File: src/rtl/mem_bus_pkg.sv
// Shared types and constants for the registered CPU memory/IO bus controller.
// Holds the FSM state enum, region codes, RAM lane enables and the read-lane steering helper.
package mem_bus_pkg;

    typedef enum logic [1:0] {
        S_IDLE = 2'd0,
        S_RAM  = 2'd1,
        S_IO   = 2'd2,
        S_DONE = 2'd3
    } state_t;

    localparam logic [1:0] RGN_RAM  = 2'd0;
    localparam logic [1:0] RGN_BIOS = 2'd1;
    localparam logic [1:0] RGN_IO   = 2'd2;

    localparam logic [1:0] BE_LO   = 2'b01;
    localparam logic [1:0] BE_HI   = 2'b10;
    localparam logic [1:0] BE_WORD = 2'b11;

    // Big-endian: an odd byte address lives in the low lane.
    function automatic logic [15:0] steer_rd(input logic [15:0] d, input logic byte_acc,
                                             input logic odd);
        if (!byte_acc)
            return d;
        return odd ? {8'h00, d[7:0]} : {8'h00, d[15:8]};
    endfunction

endpackage

File: src/rtl/mem_bus_decode.sv
// Combinational region / IO device-index decoder for one CPU byte address.
// Zero latency; no flow control.
module mem_bus_decode
    import mem_bus_pkg::*;
#(
    parameter int ADDR_W   = 19,
    parameter int BIOS_TOP = 'h0800,
    parameter int IO_BASE  = 'hff80,
    parameter int IO_DEVS  = 4
) (
    input  logic [ADDR_W-1:0] addr,
    input  logic              bios_ena,
    input  logic              is_read,
    output logic [1:0]        region,
    output logic [2:0]        dev
);

    localparam logic [31:0] IO_END = 32'(IO_BASE + 16 * IO_DEVS);

    logic [31:0] a32;
    logic [6:0]  off;

    assign a32 = 32'(addr);
    // At most 8 devices of 16 bytes, so the low 7 bits of the offset suffice.
    assign off = a32[6:0] - 7'(IO_BASE);
    assign dev = 3'(off >> 4);

    always_comb begin
        region = RGN_RAM;
        if (is_read && bios_ena && a32 < 32'(BIOS_TOP))
            region = RGN_BIOS;
        else if (a32 >= 32'(IO_BASE) && a32 < IO_END)
            region = RGN_IO;
    end

endmodule

File: src/rtl/mem_bus_ctrl.sv
// Registered CPU bus controller steering accesses to BIOS, RAM (with wait states) or IO devices.
// Latency: BIOS 1, RAM RAM_WAIT+2, IO ack+1 cycles; one access at a time, new strobes only taken in IDLE.
// Optional IO bus-error timeout under MEM_BUS_TIMEOUT_EN.
module mem_bus_ctrl
    import mem_bus_pkg::*;
#(
    parameter int ADDR_W   = 19,
    parameter int BIOS_TOP = 'h0800,
    parameter int IO_BASE  = 'hff80,
    parameter int IO_DEVS  = 4,
    parameter int RAM_WAIT = 1,
    parameter int TIMEOUT  = 15
) (
    input  logic                  i_clk,
    input  logic                  i_rst,
    input  logic [ADDR_W-1:0]     i_CPU_addr,
    input  logic [15:0]           i_CPU_write,
    input  logic                  i_CPU_be,
    input  logic                  i_CPU_re,
    input  logic                  i_CPU_we,
    output logic [15:0]           o_CPU_read,
    output logic                  o_CPU_ack,
    output logic                  o_CPU_err,
    input  logic                  i_BIOS_ena,
    input  logic [15:0]           i_BIOS_read,
    output logic [ADDR_W-2:0]     o_RAM_addr,
    output logic [15:0]           o_RAM_write,
    output logic [1:0]            o_RAM_be,
    output logic                  o_RAM_we,
    output logic                  o_RAM_re,
    input  logic [15:0]           i_RAM_read,
    output logic [IO_DEVS-1:0]    o_IO_sel,
    output logic [3:0]            o_IO_addr,
    output logic [15:0]           o_IO_write,
    output logic                  o_IO_be,
    output logic                  o_IO_we,
    output logic                  o_IO_re,
    input  logic [16*IO_DEVS-1:0] i_IO_read,
    input  logic [IO_DEVS-1:0]    i_IO_ack
);

    state_t              state, state_nxt;
    logic [ADDR_W-1:0]   addr_q;
    logic [15:0]         wdat_q, rdat_q, io_rdat;
    logic                be_q, wr_q;
    logic [2:0]          dev_q, dev_d, wcnt;
    logic [1:0]          rgn;
    logic                req, io_hit, ram_act, io_act;
    logic [IO_DEVS-1:0]  sel_vec;

    assign req     = i_CPU_re | i_CPU_we;
    assign sel_vec = IO_DEVS'(1) << dev_q;
    assign io_hit  = |(i_IO_ack & sel_vec);

    mem_bus_decode #(
        .ADDR_W  (ADDR_W),
        .BIOS_TOP(BIOS_TOP),
        .IO_BASE (IO_BASE),
        .IO_DEVS (IO_DEVS)
    ) u_decode (
        .addr    (i_CPU_addr),
        .bios_ena(i_BIOS_ena),
        .is_read (~i_CPU_we),
        .region  (rgn),
        .dev     (dev_d)
    );

    always_comb begin
        io_rdat = '0;
        for (int i = 0; i < IO_DEVS; i++)
            if (3'(i) == dev_q)
                io_rdat = i_IO_read[16*i +: 16];
    end

`ifdef MEM_BUS_TIMEOUT_EN
    logic [7:0] tcnt;
    logic       err_q, tmo;
    assign tmo       = (tcnt == 8'(TIMEOUT - 1));
    assign o_CPU_err = err_q & (state == S_DONE);
`else
    logic tmo;
    assign tmo       = 1'b0;
    assign o_CPU_err = 1'b0;
`endif

    always_ff @(posedge i_clk or posedge i_rst) begin
        if (i_rst)
            state <= S_IDLE;
        else
            state <= state_nxt;
    end

    always_comb begin
        state_nxt = state;
        case (state)
            S_IDLE: if (req) begin
                case (rgn)
                    RGN_BIOS: state_nxt = S_DONE;
                    RGN_IO:   state_nxt = S_IO;
                    default:  state_nxt = S_RAM;
                endcase
            end
            S_RAM:  if (wcnt == 3'd0) state_nxt = S_DONE;
            S_IO:   if (io_hit || tmo) state_nxt = S_DONE;
            default: state_nxt = S_IDLE;
        endcase
    end

    always_ff @(posedge i_clk or posedge i_rst) begin
        if (i_rst) begin
            addr_q <= '0;
            wdat_q <= '0;
            rdat_q <= '0;
            be_q   <= 1'b0;
            wr_q   <= 1'b0;
            dev_q  <= '0;
            wcnt   <= '0;
`ifdef MEM_BUS_TIMEOUT_EN
            tcnt   <= '0;
            err_q  <= 1'b0;
`endif
        end else begin
            case (state)
                S_IDLE: if (req) begin
                    addr_q <= i_CPU_addr;
                    wdat_q <= i_CPU_write;
                    be_q   <= i_CPU_be;
                    wr_q   <= i_CPU_we;
                    dev_q  <= dev_d;
                    wcnt   <= 3'(RAM_WAIT);
`ifdef MEM_BUS_TIMEOUT_EN
                    tcnt   <= '0;
                    err_q  <= 1'b0;
`endif
                    // BIOS is an address-only ROM, so its data is valid at the request edge.
                    if (rgn == RGN_BIOS)
                        rdat_q <= steer_rd(i_BIOS_read, i_CPU_be, i_CPU_addr[0]);
                end
                S_RAM: begin
                    if (wcnt == 3'd0)
                        rdat_q <= steer_rd(i_RAM_read, be_q, addr_q[0]);
                    else
                        wcnt <= wcnt - 3'd1;
                end
                S_IO: begin
                    if (io_hit)
                        rdat_q <= io_rdat;
`ifdef MEM_BUS_TIMEOUT_EN
                    else if (tmo) begin
                        rdat_q <= 16'hffff;
                        err_q  <= 1'b1;
                    end else
                        tcnt <= tcnt + 8'd1;
`endif
                end
                default: ;
            endcase
        end
    end

    assign ram_act = (state == S_RAM);
    assign io_act  = (state == S_IO);

    assign o_CPU_read  = rdat_q;
    assign o_CPU_ack   = (state == S_DONE);

    assign o_RAM_addr  = addr_q[ADDR_W-1:1];
    assign o_RAM_write = be_q ? {2{wdat_q[7:0]}} : wdat_q;
    assign o_RAM_be    = !ram_act ? 2'b00 : (!be_q ? BE_WORD : (addr_q[0] ? BE_LO : BE_HI));
    assign o_RAM_we    = ram_act & wr_q;
    assign o_RAM_re    = ram_act & ~wr_q;

    assign o_IO_sel    = io_act ? sel_vec : '0;
    assign o_IO_addr   = addr_q[3:0];
    assign o_IO_write  = wdat_q;
    assign o_IO_be     = be_q;
    assign o_IO_we     = io_act & wr_q;
    assign o_IO_re     = io_act & ~wr_q;

endmodule

File: config.mk
export PLATFORM = sky130hd
export DESIGN_NAME = mem_bus_ctrl
export DESIGN_NICKNAME = d
export VERILOG_FILES = /design/src/rtl/mem_bus_pkg.sv /design/src/rtl/mem_bus_decode.sv /design/src/rtl/mem_bus_ctrl.sv
export SDC_FILE = /design/constraint.sdc
export NUM_CORES = 1
export LEC_CHECK = 0
export ABC_AREA = 1
export BUFFER_PORTS_ARGS = -buffer_cell sky130_fd_sc_hd__buf_2
export CORE_MARGIN = 2
export CORE_UTILIZATION = 25
export CTS_BUF_LIST = sky130_fd_sc_hd__clkbuf_8 sky130_fd_sc_hd__clkbuf_16
export DETAILED_ROUTE_END_ITERATION = 12
export HOLD_SLACK_MARGIN = 0.12
export SYNTH_ARGS = -nofsm -noshare
export SYNTH_HDL_FRONTEND = slang
export SYNTH_HIERARCHICAL = 1
export SYNTH_SLANG_ARGS = --single-unit
File: constraint.sdc
create_clock -name i_clk -period 1.9 [get_ports i_clk]
set_input_delay 0.19 -clock i_clk [delete_from_list [all_inputs] [get_ports i_clk]]
set_output_delay 0.19 -clock i_clk [all_outputs]
set_load 0.005 [all_outputs]
==> results_dict.tcl, run 1 <==
set metrics [dict create \
    grt_busiest_layer "met2" \
    finalSetupViolations 0 \
    syn_nets 771 \
    cts_max_level 3 \
    combPwrFrac_pct 56.7 \
    cts_root_buffer "clkbuf_16" \
    maxCapViolations 0 \
    vias_per_cell 4.39 \
    num_io_pins 224 \
    fmax_ghz 0.565 \
    crit_arrival_ps 1580 \
    drt-pass1-iter-count 5 \
    switching_share_pct 45.8 \
    fin_skew_ps 11.6 \
    die_h_um 131 \
    tritoncts "built" \
    worstSetupPathType "reg -> out" \
    multiInputGateArea_mm2 0.00208 \
    power_switching_mw 4.37 \
    ir_drop_uv 655 \
    grt_pass1_vias 4582 \
    worst_hold_slack_ps 153 \
    synth-seq-cells 61 \
    area_growth_pct 51.8 \
    clkPwrFrac_pct 17.9 \
    initial_utilization_pct 25.5 \
    end_kind "output port" \
    drt_iter0_markers 230 \
    antenna_left 0 \
    clk_pin_slew_ps 50 \
    grt.met2_usage_pct 31.2 \
    grt_pass1_wl_mm 23.8 \
    cts-buffers-inserted 9 \
    status "completed" \
    synth_edf_count 0 \
    antenna_found_initial 4 \
    die_area_mm2 0.0171 \
    slew_violations 0 \
    cpLargestDelayFamily "buffers and inverters" \
    ys.flop_type "dfrtp_1" \
    synth_area_leaders "dfrtp_1 38%, nand2_1 24%, o21ai_0 6.7%, nor2_1 6.3%, inv_1 4.9%" \
    finalCritPeriodShare_pct 93.1 \
    fin_setup_tns_ps 0 \
    register_area_mm2 0.00153 \
    fin_crit_ps 1770 \
    async_reset_ff_share_pct 100 \
    place_congestion 0.876 \
    worstPathRequired_ps 1710 \
    gr-total-overflow 0 \
    post_drt_wl_per_cell_um 14.4 \
    hold_violations 0 \
    grt_max_degree 62 \
    rows 46 \
    numPortBuffers 222 \
    num-nets-final 1021 \
    critPathMaxFanout 14 \
    dp_hpwl_mm 12.1 \
    core_area_mm2 0.0158 \
    path_buf_inv 4 \
    powerDensity_mw_per_mm2 1570 \
    nFillCells 1722 \
    route.vias.total 4806 \
    yosys_warnings 6 \
    cts_setup_buffers 0 \
    ctsLongestPathBuffers 2 \
    slowest_stage "dfrtp_2" \
    slowest_delay_ps 440 \
    grt_use_met3_pct 4.80 \
    synth_cells 622 \
    drt-total-wl_mm 15.8 \
    die_w_um 131 \
    cp-start-kind "flop" \
    p_seq_share_pct 25.4 \
    yosysMostFrequentCell "nand2_1" \
    synth_top_cell_area_share_pct 38.0 \
    power_mw 9.56 \
    grt_setup_unrepaired "false" \
    intPower_mw 5.18 \
    yosys.area.top_type "dfrtp_1" \
    yosys-top-cells-count "261 x nand2_1, 67 x nor2_1, 61 x dfrtp_1" \
    clock_latency_ps 330 \
    crit_chain "buf_4 -> nand3_2 -> buf_4 -> nor2_2 -> buf_4 -> buf_2" \
    p_leak_nw 3.40 \
    synth_area_mm2 0.00402 \
    drive_gt1_share_pct 32.5 \
    drc 0 \
    yosysSeqAreaShare_pct 38.0 \
    gr-usage-met1_pct 21.8 \
    cts.sinks 61 \
    grtUsageTotal_pct 18.4 \
    ys_types 29 \
    postSynthAreaPerCell_um2 6.46 \
    path_common_cell "buf_4" \
    min_path_type "in -> reg" \
]
per-layer routing:
layer / part of all wire, % / up-vias
met2: 48 / 198
li1: - / 2419
met4: 3.1 / 2
met5: 0.082 / -
met1: 41 / 2152
met3: 8.0 / 35
state kept, by name (all words and copies together), names as in the netlist:
signal,flops
state,2
wr_q,1
wcnt,3
addr_q,19
o_IO_write,16
o_IO_be,1
o_CPU_read,16
dev_q,3
layout by cell type, fill, tap and decap left out, types with 3 or more instances in the layout:
cell and instances:
nor2_2 4, dlygate4sd3_1 36, diode_2 3, nand4_1 4, nand3_1 32, o21ai_0 53, clkbuf_16 10, ha_1 5
dfrtp_1 59, inv_2 5, nor2_4 4, nand2_1 261, nor2_1 64, buf_2 222, a21oi_1 20, clkinv_4 3
inv_1 49, buf_4 16
worst paths after layout:
check | startpoint | to | slack [ps] | cells after the start
worst max-delay path | dev_q[0] | o_IO_sel[3] | 130 | 6
worst min-delay path | i_CPU_addr[6] | dev_q[2] | 150 | 3
worst max register to register | state[1] | o_CPU_read[11] | 170 | 9
worst min register to register | addr_q[4] | addr_q[4] | 470 | 2
max in group asynchronous | i_rst | dev_q[0] | 1130 | 4
min in group asynchronous | i_rst | addr_q[2] | 470 | 4
final cells by class:
cell class              count  area share, %
multi-input cells         464           34.0
well taps                 216           4.43
diodes                      3          0.123
clock inverters             7           1.33
flip-flops and latches     61           25.1
inverters                  57           3.69
clock buffers               9           3.69
repair buffers            279           27.6
power groups by stage:
stage | logic, mW | clock network, mW | registers (mW)
detailed placement | 5.13 | 0 | 2.42
finish | 5.42 | 1.71 | 2.43
global route | 6.14 | 1.82 | 2.51
floorplan | 3.29 | 0 | 2.35
CTS | 5.20 | 1.75 | 2.42
global placement | 5.07 | 0 | 2.44
metrics by stage:
step	utilization, %	cell area, um^2	cells	worst slack (ps)
3_3_place_gp	33.8	5330	1040	155
3_5_place_dp	33.8	5330	1040	84.2
5_1_grt	38.6	6090	1094	3.75
2_1_floorplan	-	4020	622	197
6_report	38.7	6100	1096	131
4_1_cts	38.0	6000	1092	11.6
worst register-to-register path, cell delays in order (launching register included):
cell and delay, ps:
dfrtp_1 410, inv_1 110, ha_1 230, nand3_1 140
nand2_1 110, inv_1 120, nand3_4 180, clkbuf_16 220
nand2_1 60, nand2_1 60
what timing repair did:
action                                  4_1_cts  5_1_grt
pin swaps                                     0        4
cloned                                        0        1
gates resized for setup                       1       22
endpoints found under the setup margin        1       22
hold buffers                                 36        0
hold endpoints to repair                     98        0
cell families after synthesis:
logic type,count (synthesis),synth area share (%)
buffers and inverters,97,11.6
flip-flops,61,38.0
AO/OA/AOI/OAI,80,10.2
other,1,0.0933
adder cells (fa/ha/maj),8,2.49
AND/OR/NAND/NOR,375,37.6
No activity file was read; power rests on OpenSTA's default activity.
==> inputs of run 2 (changes only) <==
--- a/config.mk
+++ b/config.mk
@@ -7,6 +7,7 @@
 export LEC_CHECK = 0
 export ABC_AREA = 1
 export BUFFER_PORTS_ARGS = -buffer_cell sky130_fd_sc_hd__buf_2
+export CORE_ASPECT_RATIO = 1.75
 export CORE_MARGIN = 2
 export CORE_UTILIZATION = 25
 export CTS_BUF_LIST = sky130_fd_sc_hd__clkbuf_8 sky130_fd_sc_hd__clkbuf_16
==> run 2 against run 1 <==
Compared with the run above:
- worst setup slack got worse by 20 ps
- sequential cell count unchanged
- clock skew decreased by 0.85 ps
- sequential share of layout area about the same
==> results_dict.tcl, run 2 (synthesis gave the netlist of run 1 again) <==
set metrics [dict create \
    critPathMaxFanout 6 \
    core_area_mm2 0.0158 \
    cts_root_buffer "clkbuf_16" \
    rows 61 \
    grt_pass1_vias 4679 \
    maxCapViolations 0 \
    fmax_ghz 0.559 \
    top_register "addr_q" \
    fin_crit_ps 1790 \
    final_common_cell "nand2_1" \
    crit_arrival_ps 2020 \
    route.vias.total 4817 \
    hold_violations 0 \
    cts_max_level 3 \
    finalCritPeriodShare_pct 94.2 \
    worstPathRequired_ps 2130 \
    dp_hpwl_mm 12.6 \
    min_path_type "in -> reg" \
    num-nets-final 1030 \
    vias_per_cell 4.47 \
    numPortBuffers 222 \
    largest_reg_flops 19 \
    drt_iter0_markers 208 \
    drt-pass1-iter-count 6 \
    drc 0 \
    die_area_mm2 0.0171 \
    cts.sinks 61 \
    clk_pin_slew_ps 60 \
    p_leak_nw 3.43 \
    worst_hold_slack_ps 142 \
    area_growth_pct 51.7 \
    die_h_um 172 \
    grt_pass1_wl_mm 24.4 \
    startpoint "i_CPU_addr[8]" \
    post_drt_wl_per_cell_um 15.0 \
    clock_latency_ps 330 \
    num_io_pins 224 \
    drive_gt1_share_pct 33.1 \
    ctsLongestPathBuffers 2 \
    nFillCells 1690 \
    fin_setup_tns_ps 0 \
    ir_drop_uv 716 \
    register_area_mm2 0.00153 \
    drt-total-wl_mm 16.2 \
    grtUsageTotal_pct 18.6 \
    multiInputGateArea_mm2 0.00208 \
    initial_utilization_pct 25.4 \
    slew_violations 0 \
    place_congestion 0.858 \
    fin_skew_ps 10.7 \
    worstSetupPathType "in -> reg" \
    die_w_um 99.8 \
    grt_setup_unrepaired "false" \
    mostFrequentLayoutCells "261 x nand2_1, 222 x buf_2, 63 x nor2_1" \
    grt_max_degree 62 \
    powerDensity_mw_per_mm2 1580 \
    tritoncts "built" \
    hold_start "i_CPU_addr[0]" \
    cp-start-kind "primary input" \
    placed_cell_area_mm2 0.00535 \
    final_cell_area_mm2 0.00609 \
    cts-buffers-inserted 9 \
    antenna_found_initial 5 \
    r2r_start "state[1]" \
    status "completed" \
    finalSetupViolations 0 \
    antenna_left 0 \
    final_core_util_pct 38.6 \
    end_kind "flop" \
    gr-total-overflow 0 \
]
[run 2: cell types whose count changed in the layout (fill, tap and decap cells not counted), sizes merged]
cell / change
buf: +10
clkbuf: +1
clkinv: -1
diode: +1
dlygate4sd3: -1
inv: -2
nand3: +1
[run 2: cell type report]
cell class | count | area share, %
Multi-Input combinational cell | 465 | 34.1
Antenna cell | 4 | 0.164
Clock inverter | 4 | 0.780
Tap cell | 189 | 3.88
Clock buffer | 11 | 4.15
Inverter | 57 | 3.61
Timing Repair Buffer | 287 | 28.2
Sequential cell | 61 | 25.1
[run 2: final timing paths]
check                            endpoint  slack [ps]  cells past startpoint
setup / recovery           o_CPU_read[13]         110                     14
hold / removal                  addr_q[0]         140                      3
setup reg to reg            o_CPU_read[6]         120                      9
hold reg to reg                addr_q[11]         470                      2
max in group asynchronous        dev_q[0]        1130                      4
min in group asynchronous         o_IO_be         470                      4
[run 2: critical path, stage by stage]
cell and delay (ps):
dlygate4sd3_1 530, buf_2 130, nand2_1 90, nor2_2 40, nand2_1 80, nor2_2 40, inv_1 50, ha_1 120
nor2_1 50, nor2_2 220, nand3_4 170, buf_4 190, nand2_1 60, nand2_1 50
[run 2: report_power, final]
group / switching [mW] / internal, mW
clock network: 0.613 / 1.07
registers: 0.472 / 1.94
logic: 3.30 / 2.21
[run 2: stage by stage]
stage / cells / worst slack [ps] / total power, mW
after floorplan: 622 / 197 / 5.64
after global placement: 1020 / 82.7 / 7.64
after detailed placement: 1020 / 50.8 / 7.70
after CTS: 1070 / 1.39 / 9.51
after global routing: 1077 / 6.54 / 10.5
final: 1078 / 110 / 9.60
[run 2: metal layers]
metal / up-vias / share of wire [%] / GRT usage [%]
li1: 2437 / - / -
met2: 194 / 53 / 34.5
met1: 2160 / 38 / 20.3
met4: 2 / 2.5 / 7.74
met5: - / 0.068 / 0
met3: 24 / 6.7 / 3.98
[run 2: repair_timing]
item | in CTS | in global routing
gates resized for setup | 2 | 15
endpoints found under the setup margin | 1 | 18
buffers inserted | 0 | 2
pin swaps | 0 | 4
hold endpoints to repair | 95 | 0
cloned | 0 | 2
hold buffers | 35 | 0
==> inputs of run 3 (changes only) <==
--- a/config.mk
+++ b/config.mk
@@ -10,7 +10,7 @@
 export CORE_ASPECT_RATIO = 1.75
 export CORE_MARGIN = 2
 export CORE_UTILIZATION = 25
-export CTS_BUF_LIST = sky130_fd_sc_hd__clkbuf_8 sky130_fd_sc_hd__clkbuf_16
+export CTS_BUF_LIST = sky130_fd_sc_hd__clkbuf_4 sky130_fd_sc_hd__clkbuf_8
 export DETAILED_ROUTE_END_ITERATION = 12
 export HOLD_SLACK_MARGIN = 0.12
 export SYNTH_ARGS = -nofsm -noshare
==> run 3 against run 2 <==
Compared with the run above:
- first-iteration DRC count decreased by 8.7%
- via count increased by 0.37%
- critical path type unchanged
- critical endpoint unchanged
- clock-buffer cell count unchanged
- hold slack improved by 38 ps
==> results_dict.tcl, run 3 (synthesis gave the netlist of run 1 again) <==
set metrics [dict create \
    crit_arrival_ps 2080 \
    wl_met2_mm 8.47 \
    grt_pass1_vias 4674 \
    met3WireLength_mm 1.04 \
    powerDensity_mw_per_mm2 1520 \
    dp_hpwl_mm 12.6 \
    cts.sinks 61 \
    drt-pass1-iter-count 4 \
    fmax_ghz 0.547 \
    drt-total-wl_mm 16.2 \
    critPathMaxFanout 6 \
    tritoncts "built" \
    cts_max_level 3 \
    clk_pin_slew_ps 80 \
    finalSetupViolations 0 \
    die_area_mm2 0.0171 \
    grtUsageTotal_pct 18.7 \
    fin_setup_tns_ps 0 \
    gr-total-overflow 0 \
    p_leak_nw 3.40 \
    grt_max_degree 62 \
    cts_root_buffer "clkbuf_8" \
    antenna_left 0 \
    final_common_cell "nand2_1" \
    route.vias.total 4835 \
    wl_met1_mm 6.21 \
    cts-buffers-inserted 9 \
    antenna_found_initial 4 \
    worstPathRequired_ps 2150 \
    post_drt_wl_per_cell_um 15.0 \
    die_h_um 172 \
    area_growth_pct 49.9 \
    top_register "addr_q" \
    end_kind "flop" \
    final_core_util_pct 38.1 \
    slew_violations 0 \
    fin_crit_ps 1830 \
    drive_gt1_share_pct 33.5 \
    clock_latency_ps 350 \
    drt_iter0_markers 190 \
    rows 61 \
    largest_reg_flops 19 \
    hold_violations 0 \
    ctsLongestPathBuffers 2 \
    vias_per_cell 4.48 \
    worstSetupPathType "in -> reg" \
    nFillCells 1690 \
    initial_utilization_pct 25.4 \
    num_io_pins 224 \
    finalCritPeriodShare_pct 96.2 \
    worst_hold_slack_ps 179 \
    num-nets-final 1032 \
    numPortBuffers 222 \
    mostFrequentLayoutCells "259 x nand2_1, 222 x buf_2, 62 x nor2_1" \
    status "completed" \
    maxCapViolations 0 \
    drc 0 \
    die_w_um 99.8 \
    core_area_mm2 0.0158 \
    place_congestion 0.858 \
    grt_pass1_wl_mm 24.4 \
    cp-start-kind "primary input" \
    ir_drop_uv 671 \
    highest_layer "met5" \
    fin_skew_ps 15.7 \
    min_path_type "in -> reg" \
]
[run 3: worst max-delay path: stages]
cell and delay (ps):
dlygate4sd3_1 540, buf_2 150, nor2_2 100, nand2_2 80, nor2_4 110, ha_1 140
nor2_1 50, nor2_2 230, nand3_4 180, buf_4 200, nand2_1 60, nand2_1 50
[run 3: metal layers]
layer | global-route usage [%] | vias to the layer above
li1 | - | 2440
met1 | 20.5 | 2175
met2 | 34.3 | 192
met3 | 4.14 | 26
met4 | 7.50 | 2
met5 | 0 | -
[run 3: power breakdown]
group	internal (mW)	switching [mW]
clock network	0.666	0.551
registers	1.94	0.471
logic	2.23	3.32
total	4.84	4.35
[run 3: repair_timing]
| item | 4_1_cts | 5_1_grt |
|---|---|---|
| pin swaps | 0 | 4 |
| hold endpoints to repair | 98 | 0 |
| setup buffers | 0 | 3 |
| resized for setup | 2 | 20 |
| setup endpoints to repair | 1 | 17 |
| gates cloned | 0 | 2 |
| hold buffers | 36 | 0 |
[run 3: layout make-up]
| class | count | area, um^2 | area share (%) |
|---|---|---|---|
| Inverter | 57 | 223 | 3.70 |
| Sequential cell | 61 | 1530 | 25.4 |
| Timing Repair Buffer | 289 | 1740 | 28.8 |
| Multi-Input combinational cell | 465 | 2090 | 34.7 |
| Clock inverter | 4 | 47.5 | 0.789 |
| Antenna cell | 3 | 7.51 | 0.125 |
| Tap cell | 189 | 236 | 3.93 |
| Clock buffer | 11 | 151 | 2.51 |
[run 3: path summary, 6_finish.rpt]
| check | start | endpoint | slack (ps) | cells past startpoint |
|---|---|---|---|---|
| max in group asynchronous | i_rst | dev_q[1] | 1150 | 4 |
| hold / removal | i_BIOS_read[5] | o_CPU_read[5] | 180 | 5 |
| setup reg to reg | state[1] | o_CPU_read[13] | 110 | 9 |
| setup / recovery | i_CPU_addr[12] | o_CPU_read[13] | 70 | 12 |
| min in group asynchronous | i_rst | o_IO_be | 450 | 4 |
| hold reg to reg | addr_q[11] | addr_q[11] | 470 | 2 |
[run 3: through the flow]
step / setup slack (ps) / cells / power (mW) / area (um^2)
3_5_place_dp: 50.8 / 1020 / 7.70 / 5350
5_1_grt: -6.16 / 1078 / 10.1 / 6020
6_report: 71.3 / 1079 / 9.18 / 6020
2_1_floorplan: 197 / 622 / 5.64 / 4020
3_3_place_gp: 82.7 / 1020 / 7.64 / 5350
4_1_cts: -29.9 / 1071 / 9.03 / 5910
